**config.mk**
```make
export PLATFORM = sky130hd
export DESIGN_NAME = sspi_wb2reg_bridge
export DESIGN_NICKNAME = d
export VERILOG_FILES = /design/src/rtl/sspi_wb2reg_bridge.sv
export SDC_FILE = /design/constraint.sdc
export NUM_CORES = 1
export LEC_CHECK = 0
export ABC_AREA = 1
export ABC_CLOCK_PERIOD_IN_PS = 3500
export BUFFER_PORTS_ARGS = -buffer_cell sky130_fd_sc_hd__buf_4
export CELL_PAD_IN_SITES_DETAIL_PLACEMENT = 0
export CELL_PAD_IN_SITES_GLOBAL_PLACEMENT = 1
export CORE_ASPECT_RATIO = 0.7
export CORE_MARGIN = 2
export CORE_UTILIZATION = 31
export CTS_CLUSTER_DIAMETER = 200
export CTS_CLUSTER_SIZE = 14
export DETAILED_ROUTE_END_ITERATION = 7
export PLACE_DENSITY = 0.9
export SKIP_LAST_GASP = 1
export SLEW_MARGIN = 40
export SYNTH_ARGS = -nofsm -noshare
export SYNTH_HDL_FRONTEND = slang
export SYNTH_SLANG_ARGS = --single-unit
export TNS_END_PERCENT = 100
```
**constraint.sdc**
```tcl
create_clock -name app_clk -period 3.5 [get_ports app_clk]
set_clock_uncertainty 0.2 [all_clocks]
set_input_delay 0.175 -clock app_clk [delete_from_list [all_inputs] [get_ports app_clk]]
set_output_delay 0.175 -clock app_clk [all_outputs]
set_load 0.03 [all_outputs]
```
**src/rtl/sspi_wb2reg_bridge.sv**
```systemverilog
// Wishbone classic slave to SSPI register-bus master bridge.
// One WB cycle becomes one reg_cs/reg_ack access; a watchdog ends hung accesses with wbs_err_o.
module sspi_wb2reg_bridge #(
   parameter int unsigned ADDR_W = 11,
   parameter int unsigned TO_CYC = 64
) (
   input  logic              app_clk,
   input  logic              reset,
   input  logic              wbs_cyc_i,
   input  logic              wbs_stb_i,
   input  logic [31:0]       wbs_adr_i,
   input  logic              wbs_we_i,
   input  logic [31:0]       wbs_dat_i,
   input  logic [3:0]        wbs_sel_i,
   output logic [31:0]       wbs_dat_o,
   output logic              wbs_ack_o,
   output logic              wbs_err_o,
   output logic              reg_cs,
   output logic              reg_wr,
   output logic [ADDR_W-1:0] reg_addr,
   output logic [31:0]       reg_wdata,
   output logic [3:0]        reg_be,
   input  logic [31:0]       reg_rdata,
   input  logic              reg_ack
);

   localparam int unsigned TW = (TO_CYC > 2) ? $clog2(TO_CYC) : 1;
   localparam logic [TW-1:0] TMAX = TW'(TO_CYC - 1);

   typedef enum logic [1:0] {StIdle, StReq, StResp, StErr} state_e;

   state_e              r_state;
   logic [TW-1:0]       r_timer;
   logic                r_live;
   logic                r_cs;
   logic                r_wr;
   logic [ADDR_W-1:0]   r_addr;
   logic [31:0]         r_wdata;
   logic [3:0]          r_be;
   logic [31:0]         r_dat;
   logic                r_ack;
   logic                r_err;

   logic                w_live;
   logic                w_unused;

   // An access whose WB cycle was abandoned still completes on the reg bus, silently.
   assign w_live   = r_live & wbs_cyc_i;
   assign w_unused = ^wbs_adr_i[31:ADDR_W];

   always_ff @(posedge app_clk) begin
      if (reset) begin
         r_state <= StIdle;
         r_timer <= '0;
         r_live  <= 1'b0;
         r_cs    <= 1'b0;
         r_wr    <= 1'b0;
         r_addr  <= '0;
         r_wdata <= '0;
         r_be    <= '0;
         r_dat   <= '0;
         r_ack   <= 1'b0;
         r_err   <= 1'b0;
      end else begin
         r_ack <= 1'b0;
         r_err <= 1'b0;
         r_dat <= '0;
         unique case (r_state)
            StIdle: begin
               if (wbs_cyc_i && wbs_stb_i) begin
                  r_state <= StReq;
                  r_timer <= '0;
                  r_live  <= 1'b1;
                  r_cs    <= 1'b1;
                  r_wr    <= wbs_we_i;
                  r_addr  <= wbs_adr_i[ADDR_W-1:0];
                  r_wdata <= wbs_dat_i;
                  r_be    <= wbs_sel_i;
               end
            end
            StReq: begin
               r_live <= w_live;
               // reg_ack on the timeout cycle takes priority over the error.
               if (reg_ack) begin
                  r_state <= StResp;
                  r_ack   <= w_live;
                  r_dat   <= (w_live && !r_wr) ? reg_rdata : 32'h0;
               end else if (r_timer == TMAX) begin
                  r_state <= StErr;
                  r_err   <= w_live;
               end else begin
                  r_timer <= r_timer + TW'(1);
               end
               if (reg_ack || (r_timer == TMAX)) begin
                  r_timer <= '0;
                  r_cs    <= 1'b0;
                  r_wr    <= 1'b0;
                  r_addr  <= '0;
                  r_wdata <= '0;
                  r_be    <= '0;
               end
            end
            StResp: r_state <= StIdle;
            StErr:  r_state <= StIdle;
            default: r_state <= StIdle;
         endcase
      end
   end

   assign wbs_dat_o = r_dat;
   assign wbs_ack_o = r_ack;
   assign wbs_err_o = r_err;
   assign reg_cs    = r_cs;
   assign reg_wr    = r_wr;
   assign reg_addr  = r_addr;
   assign reg_wdata = r_wdata;
   assign reg_be    = r_be;

endmodule

```
## Yosys cells after proc, flatten, opt, wreduce, memory -nomap -nowiden

Cells that the tools add are included.

- Register bits: 92
- Input bits: 106
- Output and inout bits: 83
- Logic and storage cells: 64

- Add/sub/neg operators: 1
- Eq/ne operators: 9
- Multiplexer cells: 24
- Bitwise operators: 5
- Reductions and logical operators: 14

Operators by type and width:

| operator | number |
|---|---|
| 2-to-1 mux 32 bit | 2 |
| one-hot mux 32 bit (2 select lines) | 1 |
| 2-to-1 mux 6 bit | 4 |
| 2-to-1 mux 11 bit | 2 |
| one-hot mux 11 bit (2 select lines) | 1 |
| one-hot mux 6 bit (2 select lines) | 1 |
| inequality test 3 bit (second input constant) | 3 |
| 2-to-1 mux 4 bit | 2 |
| one-hot mux 4 bit (2 select lines) | 1 |
| OR reduction 4 bit | 2 |
| adder 6 x 1 -> 6 bit (second input constant) | 1 |
| equality test 6 bit (second input constant) | 1 |
| 2-to-1 mux 2 bit | 3 |
| one-hot mux 1 bit (2 select lines) | 3 |
| one-hot mux 2 bit (3 select lines) | 1 |
| equality test 2 bit (second input constant) | 2 |
| inequality test 2 bit (second input constant) | 2 |
| NOT 1 bit | 4 |
| AND reduction 2 bit | 2 |
| AND reduction 4 bit | 1 |
| 2-to-1 mux 1 bit | 3 |
| AND reduction 3 bit | 1 |
| OR reduction 3 bit | 1 |
| equality test 2 x 1 -> 1 bit (second input constant) | 1 |
| 7 further kinds | 8 |

## Logic depth before layout (Yosys ltp)

Gate-level depths: netlist (run 1).

- Depth in word-level cells: 5
- Mapped depth: 9
- Depth with buffers taken out: 8

## Least setup slack after synthesis (run 1)

OpenSTA, ideal clock, no wires.

- Path kind: reg2reg
- Start: register r_timer[0]
- End: register r_wr, in the netlist reg_wr
- Library setup time: 0.114 ns
- Arrival: 1.154 ns
- Data required time: 3.186 ns
- Setup slack: 2.032 ns
- Cell stages (with the launch flop): 10
- Buffers on the path: 1
- Clock period less this slack: 1.468 ns
- Path through: dfxtp_1 > ha_1 > nand2_1 > inv_1 > nand2_1 > nand2_1 > nand2_4 > buf_4 > nand3_1 > nand2_1

- Cells in the longest elaborated chain, start to end: 4

Ends and longest elaborated chain:

| item | RTL line | source |
|---|---|---|
| start: declaration | 33 | `logic [TW-1:0] r_timer;` |
| start signal: assignment | 92 | `r_timer <= r_timer + TW'(1);` |
| equality test 6 bit | 94 | `if (reg_ack \|\| (r_timer == TMAX)) begin` |
| logical OR 1 bit | 94 |  |
| inequality test 2 bit (no line) | n/a |  |
| AND reduction 3 bit (no line) | n/a |  |
| end signal: assignment | 75 | `r_wr <= wbs_we_i;` |
| end: declaration | 36 | `logic r_wr;` |

Every way passes these cells.
A chain may end at the register's enable or synchronous reset.

## Worst setup path after layout (run 1)

- Start: register r_state[1]
- End: register r_timer[1]

- Cells in the longest elaborated chain, start to end: 3

Ends and longest elaborated chain:

| item | RTL line | source |
|---|---|---|
| start: declaration | 32 | `state_e r_state;` |
| start signal: assignment | 53 | `r_state <= StIdle;` |
| start signal: assignment | 71 | `r_state <= StReq;` |
| start signal: assignment | 85 | `r_state <= StResp;` |
| equality test 2 x 1 -> 1 bit or logical NOT 2 bit (tied branches) | 68 | `unique case (r_state)` |
| inequality test 3 bit (no line) (tied with other cells) | n/a |  |
| AND reduction 4 bit (no line) | n/a |  |

Several ways; a longest one is shown, not always the timed one.

==> results of run 1 <==
[metrics by stage]
stage	utilization	setup WS [ns]	cell area (um^2)	power, mW
finish	0.574	1.47	5620	2.51
global route	0.574	1.38	5620	2.61
CTS	0.574	1.48	5620	2.53
detailed placement	0.456	1.56	4460	1.39
global placement	0.454	1.61	4450	1.39
floorplan	-	2.03	3170	1.26
[state kept, by name, summed over array words and instances, names as in the netlist]
signal	flops
reg_addr	11
reg_wdata	32
r_live	1
reg_be	4
r_state	2
wbs_ack_o	1
r_timer	6
reg_wr	1
reg_cs	1
wbs_err_o	1
wbs_dat_o	32
[power by group through the flow]
stage	Clock (mW)	Sequential, mW	Combinational (mW)
finish	1.07	1.10	0.349
global route	1.13	1.10	0.375
CTS	1.09	1.10	0.347
detailed placement	0	1.12	0.274
global placement	0	1.12	0.268
floorplan	0	1.18	0.0873
[layout by cell type, fill, tap and decap left out]
| cell type | synthesis | routed |
|---|---|---|
| ha_1 | 1 | 1 |
| nand2_1 | 125 | 125 |
| nor2_1 | 42 | 42 |
| nor4_4 | 1 | 1 |
| inv_8 | 0 | 1 |
| o21ai_0 | 3 | 3 |
| nand3_1 | 54 | 54 |
| dfxtp_1 | 92 | 92 |
| nand2_2 | 2 | 2 |
| bufinv_16 | 0 | 2 |
| clkbuf_16 | 0 | 9 |
| a21oi_1 | 3 | 3 |
| dlygate4sd3_1 | 0 | 82 |
| nand2_4 | 1 | 1 |
| a211oi_1 | 1 | 1 |
| nor3_1 | 2 | 2 |
| clkinv_4 | 0 | 2 |
| nor2_4 | 0 | 1 |
| inv_1 | 46 | 46 |
| buf_4 | 2 | 167 |
| buf_8 | 1 | 1 |
| clkbuf_8 | 0 | 1 |
| clkinvlp_4 | 0 | 1 |
| inv_4 | 0 | 1 |
[what timing repair did]
| action | CTS | global route |
|---|---|---|
| hold endpoints to repair | 83 | 0 |
| setup endpoints to repair | 0 | 0 |
| gates resized for setup | 0 | 0 |
| hold buffers | 82 | 0 |
[final cells by class]
cell class                 count  area share
tap                          128      0.0285
inverter                      47      0.0318
clock inverter                 6      0.0171
clock buffer                  10      0.0425
multi-input combinational    236       0.180
sequential                    92       0.328
timing repair buffer         250       0.372
[layer usage]
metal  track usage  share of wire  up-vias  routed length (um)
met5             0              0        -                   0
met4        0.0654          0.023        0                 223
met3        0.0574          0.069       20                 661
met2         0.302           0.51      122                4870
met1         0.191           0.40     1481                3870
li1              -              -     1683                   -
[worst max-delay path by stage]
| stage | startpoint | depth (start not counted) | end |
|---|---|---|---|
| global route | r_timer[0] | 8 | reg_wdata[16] |
| global placement | r_state[1] | 5 | reg_cs |
| floorplan | r_timer[0] | 9 | reg_wr |
| CTS | r_state[1] | 7 | r_timer[1] |
| detailed placement | r_state[1] | 6 | reg_wdata[29] |
| finish | r_state[1] | 7 | r_timer[1] |
[critical path, stage by stage (launching register included)]
cell           delay, ns
dfxtp_1             0.33
inv_1               0.04
nand2_1             0.17
nand2_1             0.31
inv_1               0.16
nand2_1             0.08
a21oi_1             0.14
dlygate4sd3_1       0.55
[cell families (layout without fill, tap and decap cells)]
| logic type | after synthesis | count (layout) | synth area share |
|---|---|---|---|
| compound gates | 7 | 7 | 0.0119 |
| fa+ha+maj | 1 | 1 | 0.00395 |
| buf+inv | 66 | 313 | 0.100 |
| flops | 92 | 92 | 0.582 |
| simple gates | 228 | 228 | 0.303 |
==> impl_metrics.csv, run 1 <==
group,metric,value,unit
yosys,syn-cell-area,3170,um^2
place,place_inst,671,
cts,root_buffer,"clkbuf_16",
cts,clkTransAtPathRegs,0.07,ns
sta,finalHoldViolations,0,
hold_path,holdPathStages,4,
final_layout,final_cells,769,
hold_path,worstHoldEndpoint,"wbs_err_o",
final_layout,fillers,830,
cts,cts_buffer_depth,2,
final_layout,multi_input_area,1010,um^2
floorplanning,coreArea,9800,um^2
critical_path,ff2ff_path_depth,7,
yosys,yosysUniqueCellTypes,21,
yosys,yosysTopAreaCell,"dfxtp_1",
power,power_frac_seq,0.436,
yosys,ys_ff_latch,92,
hold_path,worstHoldStart,"reg_ack",
final_layout,syn2layout_area_growth,77.4,%
power,p_leak,2.91,nW
detailed_routing,drtAntennaViolNets,0,
yosys,synth_top_area_share,0.582,
sta,max-slew-margin-rel,0.600,
floorplanning,start_util,0.323,
critical_path,r2r_setup_slack,1.47,ns
yosys,synth.area.top_cells,"dfxtp_1 58%, nand2_1 15%, nand3_1 8.5%, inv_1 5.5%, nor2_1 5.0%",
place,portBuffers,167,
final_layout,drive_gt1_frac,0.296,
yosys,synth-edff-count,0,
yosys,syn-instance-count,394,
cts,clkSinkCount,92,
detailed_routing,drt-total-wl,9620,um
critical_path,critPathKind,"flip-flop to flip-flop",
yosys,avgSynthCellArea,8.04,um^2
sta,hold_ws,0.0263,ns
sta,final.min_clock_period,2.03,ns
place,gp_congestion,0.777,
grt,grt_max_degree,56,
critical_path,required,3.58,ns
floorplanning,row_count,30,
detailed_routing,drt-initial-drc-count,97,
floorplanning,die_x,125,um
detailed_routing,drt_first_pass_iters,4,
yosys,yosysMostFrequentCell,"nand2_1",
power,p_int,1.91,mW
yosys,synth_commonest_cells,"125 x nand2_1, 92 x dfxtp_1, 54 x nand3_1",
critical_path,timing.rr.end,"r_timer[1]",
yosys,yosys_warnings,0,
power,p_sw_frac,0.241,
detailed_routing,via_count,3306,
sta,tns,0,ns
final_layout,regArea,1840,um^2
sta,max_freq,0.492,GHz
critical_path,startpoint_type,"flip-flop",
outcome,status,"complete, no violations",
sta,fin_crit_sh,0.581,
flow_run,cap_viol_max_count,0,
grt,grtUsageTotal,0.169,
power,irDropWorstVdd,0.222,mV
detailed_routing,drc,0,
cts,h-tree-depth,3,
grt,antenna_found_initial,0,
final_layout,nNetsFinal,743,
cts,cts_tree,"built",
yosys,async_flop_share,0,
critical_path,cp-end-kind,"flip-flop",
power,power_frac_comb,0.139,
floorplanning,design.die.area,11100,um^2
yosys,seq_area_frac_synth,0.582,
floorplanning,die_h,88.6,um
detailed_routing,avgRoutedWirePerCell,12.5,um
cts,post_cts_buffers,0,
power,power.density,447,nW/um^2
hold_path,hp-class,"input port to flip-flop",
cts,clk_latency,0.33,ns
sta,rsz0062_at_grt,"false",
grt,grt_pass1_wl,15000,um
yosys,ys.flop_type,"dfxtp_1",
sta,setup_viol,0,
power,switching_power,0.604,mW
sta,worst_pin_slew,0.600,ns
detailed_routing,vias_per_cell,4.30,
power,clock_power_share,0.424,
grt,grt_overflow,0,
critical_path,cp_max_fo,12,
sta,drv_slew,0,
grt,grt_pass1_vias,3285,
yosys,syn-num-nets,501,
floorplanning,io_pins,189,
critical_path,regToRegStartpoint,"r_state[1]",
critical_path,cp.arrival,2.11,ns
place,dp_hpwl,5910,um
final_layout,diodes,0,
cts,numCtsBuffers,9,
No activity file was read; power rests on OpenSTA's default activity.
==> run 2, diff against run 1 <==
--- a/config.mk
+++ b/config.mk
@@ -6,17 +6,17 @@
 export NUM_CORES = 1
 export LEC_CHECK = 0
 export ABC_AREA = 1
-export ABC_CLOCK_PERIOD_IN_PS = 3500
+export ABC_CLOCK_PERIOD_IN_PS = 2050
 export BUFFER_PORTS_ARGS = -buffer_cell sky130_fd_sc_hd__buf_4
 export CELL_PAD_IN_SITES_DETAIL_PLACEMENT = 0
 export CELL_PAD_IN_SITES_GLOBAL_PLACEMENT = 1
 export CORE_ASPECT_RATIO = 0.7
 export CORE_MARGIN = 2
-export CORE_UTILIZATION = 31
+export CORE_UTILIZATION = 29
 export CTS_CLUSTER_DIAMETER = 200
 export CTS_CLUSTER_SIZE = 14
 export DETAILED_ROUTE_END_ITERATION = 7
-export PLACE_DENSITY = 0.9
+export PLACE_DENSITY = 0.85
 export SKIP_LAST_GASP = 1
 export SLEW_MARGIN = 40
 export SYNTH_ARGS = -nofsm -noshare
==> constraint.sdc (replaced) <==
create_clock -name app_clk -period 2.05 [get_ports app_clk]
set_clock_uncertainty 0.2 [all_clocks]
set_input_delay 0.1025 -clock app_clk [delete_from_list [all_inputs] [get_ports app_clk]]
set_output_delay 0.1025 -clock app_clk [all_outputs]
set_load 0.03 [all_outputs]
==> run 2 against run 1 <==
Net effect:
- setup slack got worse by 1.3 ns
- via count rose by 2.7%
- sequential power rose by 70%
- register-to-register slack lost 1.3 ns
- global-route usage shrank 0.25 points
- largest power group is now clock
==> impl_metrics.csv, run 2 (synthesis gave the netlist of run 1 again) <==
group,metric,value,unit
outcome,status,"complete, no violations",
place,dp_hpwl,6020,um
place,place_inst,679,
cts,clk_latency,0.33,ns
floorplanning,row_count,31,
critical_path,cpLargestDelayFamily,"buffers and inverters",
power,p_leak,3.00,nW
detailed_routing,drt-initial-drc-count,79,
grt,grt_pass1_vias,3473,
sta,rsz0062_at_grt,"false",
sta,worst_pin_slew,0.599,ns
critical_path,cp_common_cell,"nand2_1",
grt,grtUsageTotal,0.166,
critical_path,required,2.07,ns
grt,grt_max_degree,35,
critical_path,startpoint_type,"input port",
sta,max-slew-margin-rel,0.599,
floorplanning,io_pins,189,
final_layout,drive_gt1_frac,0.295,
detailed_routing,drt_first_pass_iters,4,
detailed_routing,drtAntennaViolNets,0,
final_layout,nNetsFinal,766,
floorplanning,start_util,0.302,
place,gp_congestion,0.804,
grt,grt_overflow,0,
detailed_routing,drc,0,
floorplanning,coreArea,10500,um^2
final_layout,syn2layout_area_growth,86.4,%
cts,post_cts_resized,0,
hold_path,hp-class,"flip-flop to flip-flop",
final_layout,final_area,5900,um^2
final_layout,post-route-util,0.564,
critical_path,critPathBufInv,5,
final_layout,layout_commonest_cell,"buf_4",
power,power.density,752,nW/um^2
critical_path,cp.arrival,1.91,ns
sta,fin_crit_sh,0.921,
floorplanning,die_x,129,um
sta,drv_slew,0,
final_layout,diodes,0,
grt,antenna_found_initial,0,
detailed_routing,drt-total-wl,9670,um
detailed_routing,avgRoutedWirePerCell,12.1,um
critical_path,crit_path_max_incr_delay,0.57,ns
final_layout,most-common-layout-cells,"170 x buf_4, 125 x nand2_1, 99 x dlygate4sd3_1, 92 x dfxtp_1, 54 x nand3_1",
power,irDropWorstVdd,0.449,mV
sta,setup_viol,0,
detailed_routing,via_count,3395,
cts,root_buffer,"clkbuf_16",
final_layout,final_cells,796,
cts,numCtsBuffers,9,
floorplanning,die_h,91.4,um
final_layout,fillers,911,
critical_path,critPathKind,"input port to flip-flop",
cts,cts_buffer_depth,2,
detailed_routing,vias_per_cell,4.27,
critical_path,critical_path.cell_chain,"dlygate4sd3_1 > buf_4 > nand2_1 > inv_1 > nand2_1 > nor2_4 > buf_12 > nand2_1 > dlygate4sd3_1 > nand2_1",
flow_run,cap_viol_max_count,0,
cts,h-tree-depth,3,
cts,clkSinkCount,92,
cts,cts_tree,"built",
grt,grt_pass1_wl,15900,um
cts,clkTransAtPathRegs,0.06,ns
critical_path,cp_max_fo,16,
sta,max_freq,0.530,GHz
critical_path,cp-end-kind,"flip-flop",
place,place_area,4530,um^2
place,portBuffers,167,
critical_path,cp_slowest_cell,"dlygate4sd3_1",
sta,tns,0,ns
sta,final.min_clock_period,1.89,ns
floorplanning,design.die.area,11800,um^2
sta,finalHoldViolations,0,
## run 2: cell type report
cell class | instances | area [um^2] | share of cell area
inverter | 47 | 176 | 0.0299
clock buffer | 11 | 253 | 0.0428
timing repair buffer | 273 | 2350 | 0.398
clock inverter | 5 | 108 | 0.0182
multi-input combinational | 236 | 1010 | 0.172
tap | 132 | 165 | 0.0280
sequential | 92 | 1840 | 0.312
## run 2: worst min-delay path: stages (launching register included)
cell     delay, ns
dfxtp_1       0.31
nand3_1       0.07
nand2_1       0.04
## run 2: final timing paths
path,endpoint,from,slack [ns],cells after the start
setup / recovery,reg_addr[3],wbs_cyc_i,0.16,10
hold / removal,reg_be[3],reg_be[3],0.27,2
setup reg to reg,r_state[1],r_timer[0],0.19,6
hold reg to reg,reg_be[3],reg_be[3],0.27,2
## run 2: what timing repair did
action,4_1_cts,5_1_grt
endpoints found under the setup margin,0,12
hold endpoints to repair,87,0
hold buffers,99,0
setup buffers,0,2
## run 2: metrics by stage
| step | total power, mW | setup WS (ns) | hold WS, ns |
|---|---|---|---|
| floorplan | 2.16 | 0.582 | -0.0284 |
| global placement | 2.39 | 0.312 | 0.0962 |
| detailed placement | 2.40 | 0.289 | 0.102 |
| CTS | 4.49 | 0.139 | 0.266 |
| global route | 4.62 | 0.0588 | 0.287 |
| finish | 4.44 | 0.162 | 0.266 |
## run 2: metal layers
| layer | vias to the layer above | wire, um | GRT usage | part of all wire |
|---|---|---|---|---|
| li1 | 1725 | - | - | - |
| met1 | 1547 | 4060 | 0.192 | 0.42 |
| met2 | 108 | 4910 | 0.299 | 0.51 |
| met3 | 15 | 536 | 0.0418 | 0.055 |
| met4 | 0 | 163 | 0.0571 | 0.017 |
| met5 | - | 0 | 0 | 0 |
## run 2: power breakdown
| group | switching (mW) | leakage (nW) | internal (mW) |
|---|---|---|---|
| Combinational | 0.300 | 2.08 | 0.335 |
| Clock | 0.672 | 0.176 | 1.26 |
| Sequential | 0.0297 | 0.747 | 1.84 |
| Total | 1.00 | 3.00 | 3.44 |
==> run 3, diff against run 2 <==
--- a/config.mk
+++ b/config.mk
@@ -12,11 +12,12 @@
 export CELL_PAD_IN_SITES_GLOBAL_PLACEMENT = 1
 export CORE_ASPECT_RATIO = 0.7
 export CORE_MARGIN = 2
-export CORE_UTILIZATION = 29
+export CORE_UTILIZATION = 30
+export CTS_BUF_LIST = sky130_fd_sc_hd__clkbuf_4 sky130_fd_sc_hd__clkbuf_8
 export CTS_CLUSTER_DIAMETER = 200
 export CTS_CLUSTER_SIZE = 14
 export DETAILED_ROUTE_END_ITERATION = 7
-export PLACE_DENSITY = 0.85
+export PLACE_DENSITY = 0.88
 export SKIP_LAST_GASP = 1
 export SLEW_MARGIN = 40
 export SYNTH_ARGS = -nofsm -noshare
==> run 3 against run 2 <==
Net effect:
- hold slack got worse by 0.020 ns
- routed wire length decreased by 0.87%
- global-route usage about the same
- cell area decreased by 6.0%
- non-clock buffer count decreased by 15
- final cell count decreased by 2.0%
- utilization decreased by 2.6 points
- maximum frequency decreased by 1.4%
- sequential power about the same
- critical path depth increased by 1
- sequential share of layout area increased by 2.0 points
- die area decreased by 3.2%
- largest cell class unchanged
- largest power group is now registers
==> impl_metrics.csv, run 3 (synthesis gave the netlist of run 1 again) <==
group,metric,value,unit
power,p_int,2.64,mW
detailed_routing,drtAntennaViolNets,0,
power,p_leak,2.89,nW
power,power.density,643,nW/um^2
detailed_routing,via_count,3282,
final_layout,final_area,5550,um^2
cts,clkTransAtPathRegs,0.09,ns
detailed_routing,avgRoutedWirePerCell,12.3,um
sta,rsz0062_at_grt,"false",
critical_path,cp-startpoint,"wbs_cyc_i",
final_layout,diodes,0,
detailed_routing,drt-initial-drc-count,91,
cts,post_cts_buffers,0,
detailed_routing,vias_per_cell,4.21,
final_layout,final_cells,780,
critical_path,regToRegStartpoint,"r_state[1]",
outcome,status,"complete, no violations",
floorplanning,die_x,127,um
place,place_area,4520,um^2
sta,final.min_clock_period,1.92,ns
cts,clk_latency,0.35,ns
cts,cts_buffer_depth,2,
final_layout,layout_commonest_cell,"buf_4",
power,clock_power_share,0.302,
hold_path,hp-class,"input port to flip-flop",
place,portBuffers,167,
critical_path,critPathKind,"input port to flip-flop",
detailed_routing,drt_first_pass_iters,6,
final_layout,regArea,1840,um^2
power,power,3.57,mW
cts,cts_tree,"built",
cts,clkSinkCount,92,
floorplanning,design.die.area,11400,um^2
sta,fin_crit_sh,0.934,
grt,grt_pass1_wl,15300,um
floorplanning,start_util,0.307,
place,dp_hpwl,6040,um
cts,h-tree-depth,3,
sta,worst_pin_slew,0.609,ns
floorplanning,die_h,90.0,um
floorplanning,io_pins,189,
place,gp_congestion,0.770,
final_layout,most-common-layout-cells,"171 x buf_4, 123 x nand2_1, 92 x dfxtp_1, 85 x dlygate4sd3_1, 54 x nand3_1",
cts,numCtsBuffers,9,
final_layout,nNetsFinal,751,
detailed_routing,drc,0,
sta,hold_ws,0.246,ns
sta,setup_viol,0,
final_layout,drive_gt1_frac,0.302,
grt,grt_pass1_vias,3258,
cts,root_buffer,"clkbuf_8",
flow_run,cap_viol_max_count,0,
final_layout,syn2layout_area_growth,75.2,%
grt,antenna_found_initial,0,
critical_path,required,2.14,ns
sta,max_freq,0.522,GHz
floorplanning,row_count,31,
sta,max-slew-margin-rel,0.593,
power,p_sw_frac,0.260,
hold_path,worstHoldStart,"wbs_stb_i",
sta,tns,0,ns
critical_path,cp.arrival,2.00,ns
sta,drv_slew,0,
critical_path,cp-end-kind,"flip-flop",
power,switching_power,0.929,mW
critical_path,startpoint_type,"input port",
grt,grt_max_degree,33,
detailed_routing,drt-total-wl,9580,um
grt,grt_overflow,0,
power,irDropWorstVdd,0.342,mV
power,power_frac_seq,0.524,
final_layout,fillers,933,
critical_path,cp_max_fo,11,
grt,grtUsageTotal,0.167,
sta,finalHoldViolations,0,
power,power_frac_comb,0.173,
floorplanning,coreArea,10300,um^2
place,place_inst,680,
final_layout,multi_input_area,1020,um^2
run 3: cell type report:
cell class | count | share of cell area
repair buffers | 258 | 0.392
inverters | 47 | 0.0318
clock buffers | 11 | 0.0262
clock inverters | 4 | 0.00474
flip-flops and latches | 92 | 0.332
multi-input cells | 236 | 0.184
well taps | 132 | 0.0298
run 3: worst paths after layout:
check,cells past startpoint,to,slack [ns]
worst max-delay path,11,r_timer[1],0.13
worst max register to register,8,r_timer[1],0.16
worst min register to register,2,reg_wdata[20],0.26
worst min-delay path,8,reg_wdata[6],0.25
run 3: repair_timing:
action,in CTS,in global routing
resized for setup,0,2
hold buffers,85,0
setup endpoints to repair,0,1
endpoints found under the hold margin,88,0
run 3: routing by layer:
layer	vias to the layer above	GRT usage	routed length, um
met5	-	0	0
met4	0	0.0549	175
met3	15	0.0470	578
met2	106	0.297	4770
met1	1472	0.193	4060
li1	1689	-	-
run 3: power groups by stage:
stage / registers (mW) / clock network, mW / logic, mW
after floorplan: 2.01 / 0 / 0.149
after global placement: 1.91 / 0 / 0.479
after detailed placement: 1.91 / 0 / 0.484
after CTS: 1.87 / 1.14 / 0.613
after global routing: 1.88 / 1.20 / 0.666
final: 1.87 / 1.08 / 0.619
run 3: stage by stage:
| step | worst slack, ns | util |
|---|---|---|
| 3_5_place_dp | 0.271 | 0.438 |
| 2_1_floorplan | 0.582 | - |
| 4_1_cts | 0.0870 | 0.537 |
| 6_report | 0.135 | 0.538 |
| 3_3_place_gp | 0.302 | 0.438 |
| 5_1_grt | 0.000282 | 0.538 |
run 3: worst max-delay path, stage by stage:
cell	delay, ns
dlygate4sd3_1	0.53
buf_4	0.14
nand2_1	0.06
inv_1	0.05
nand2_2	0.09
nand2_2	0.08
buf_4	0.18
inv_1	0.07
nand2_1	0.05
a21oi_1	0.11
dlygate4sd3_1	0.55
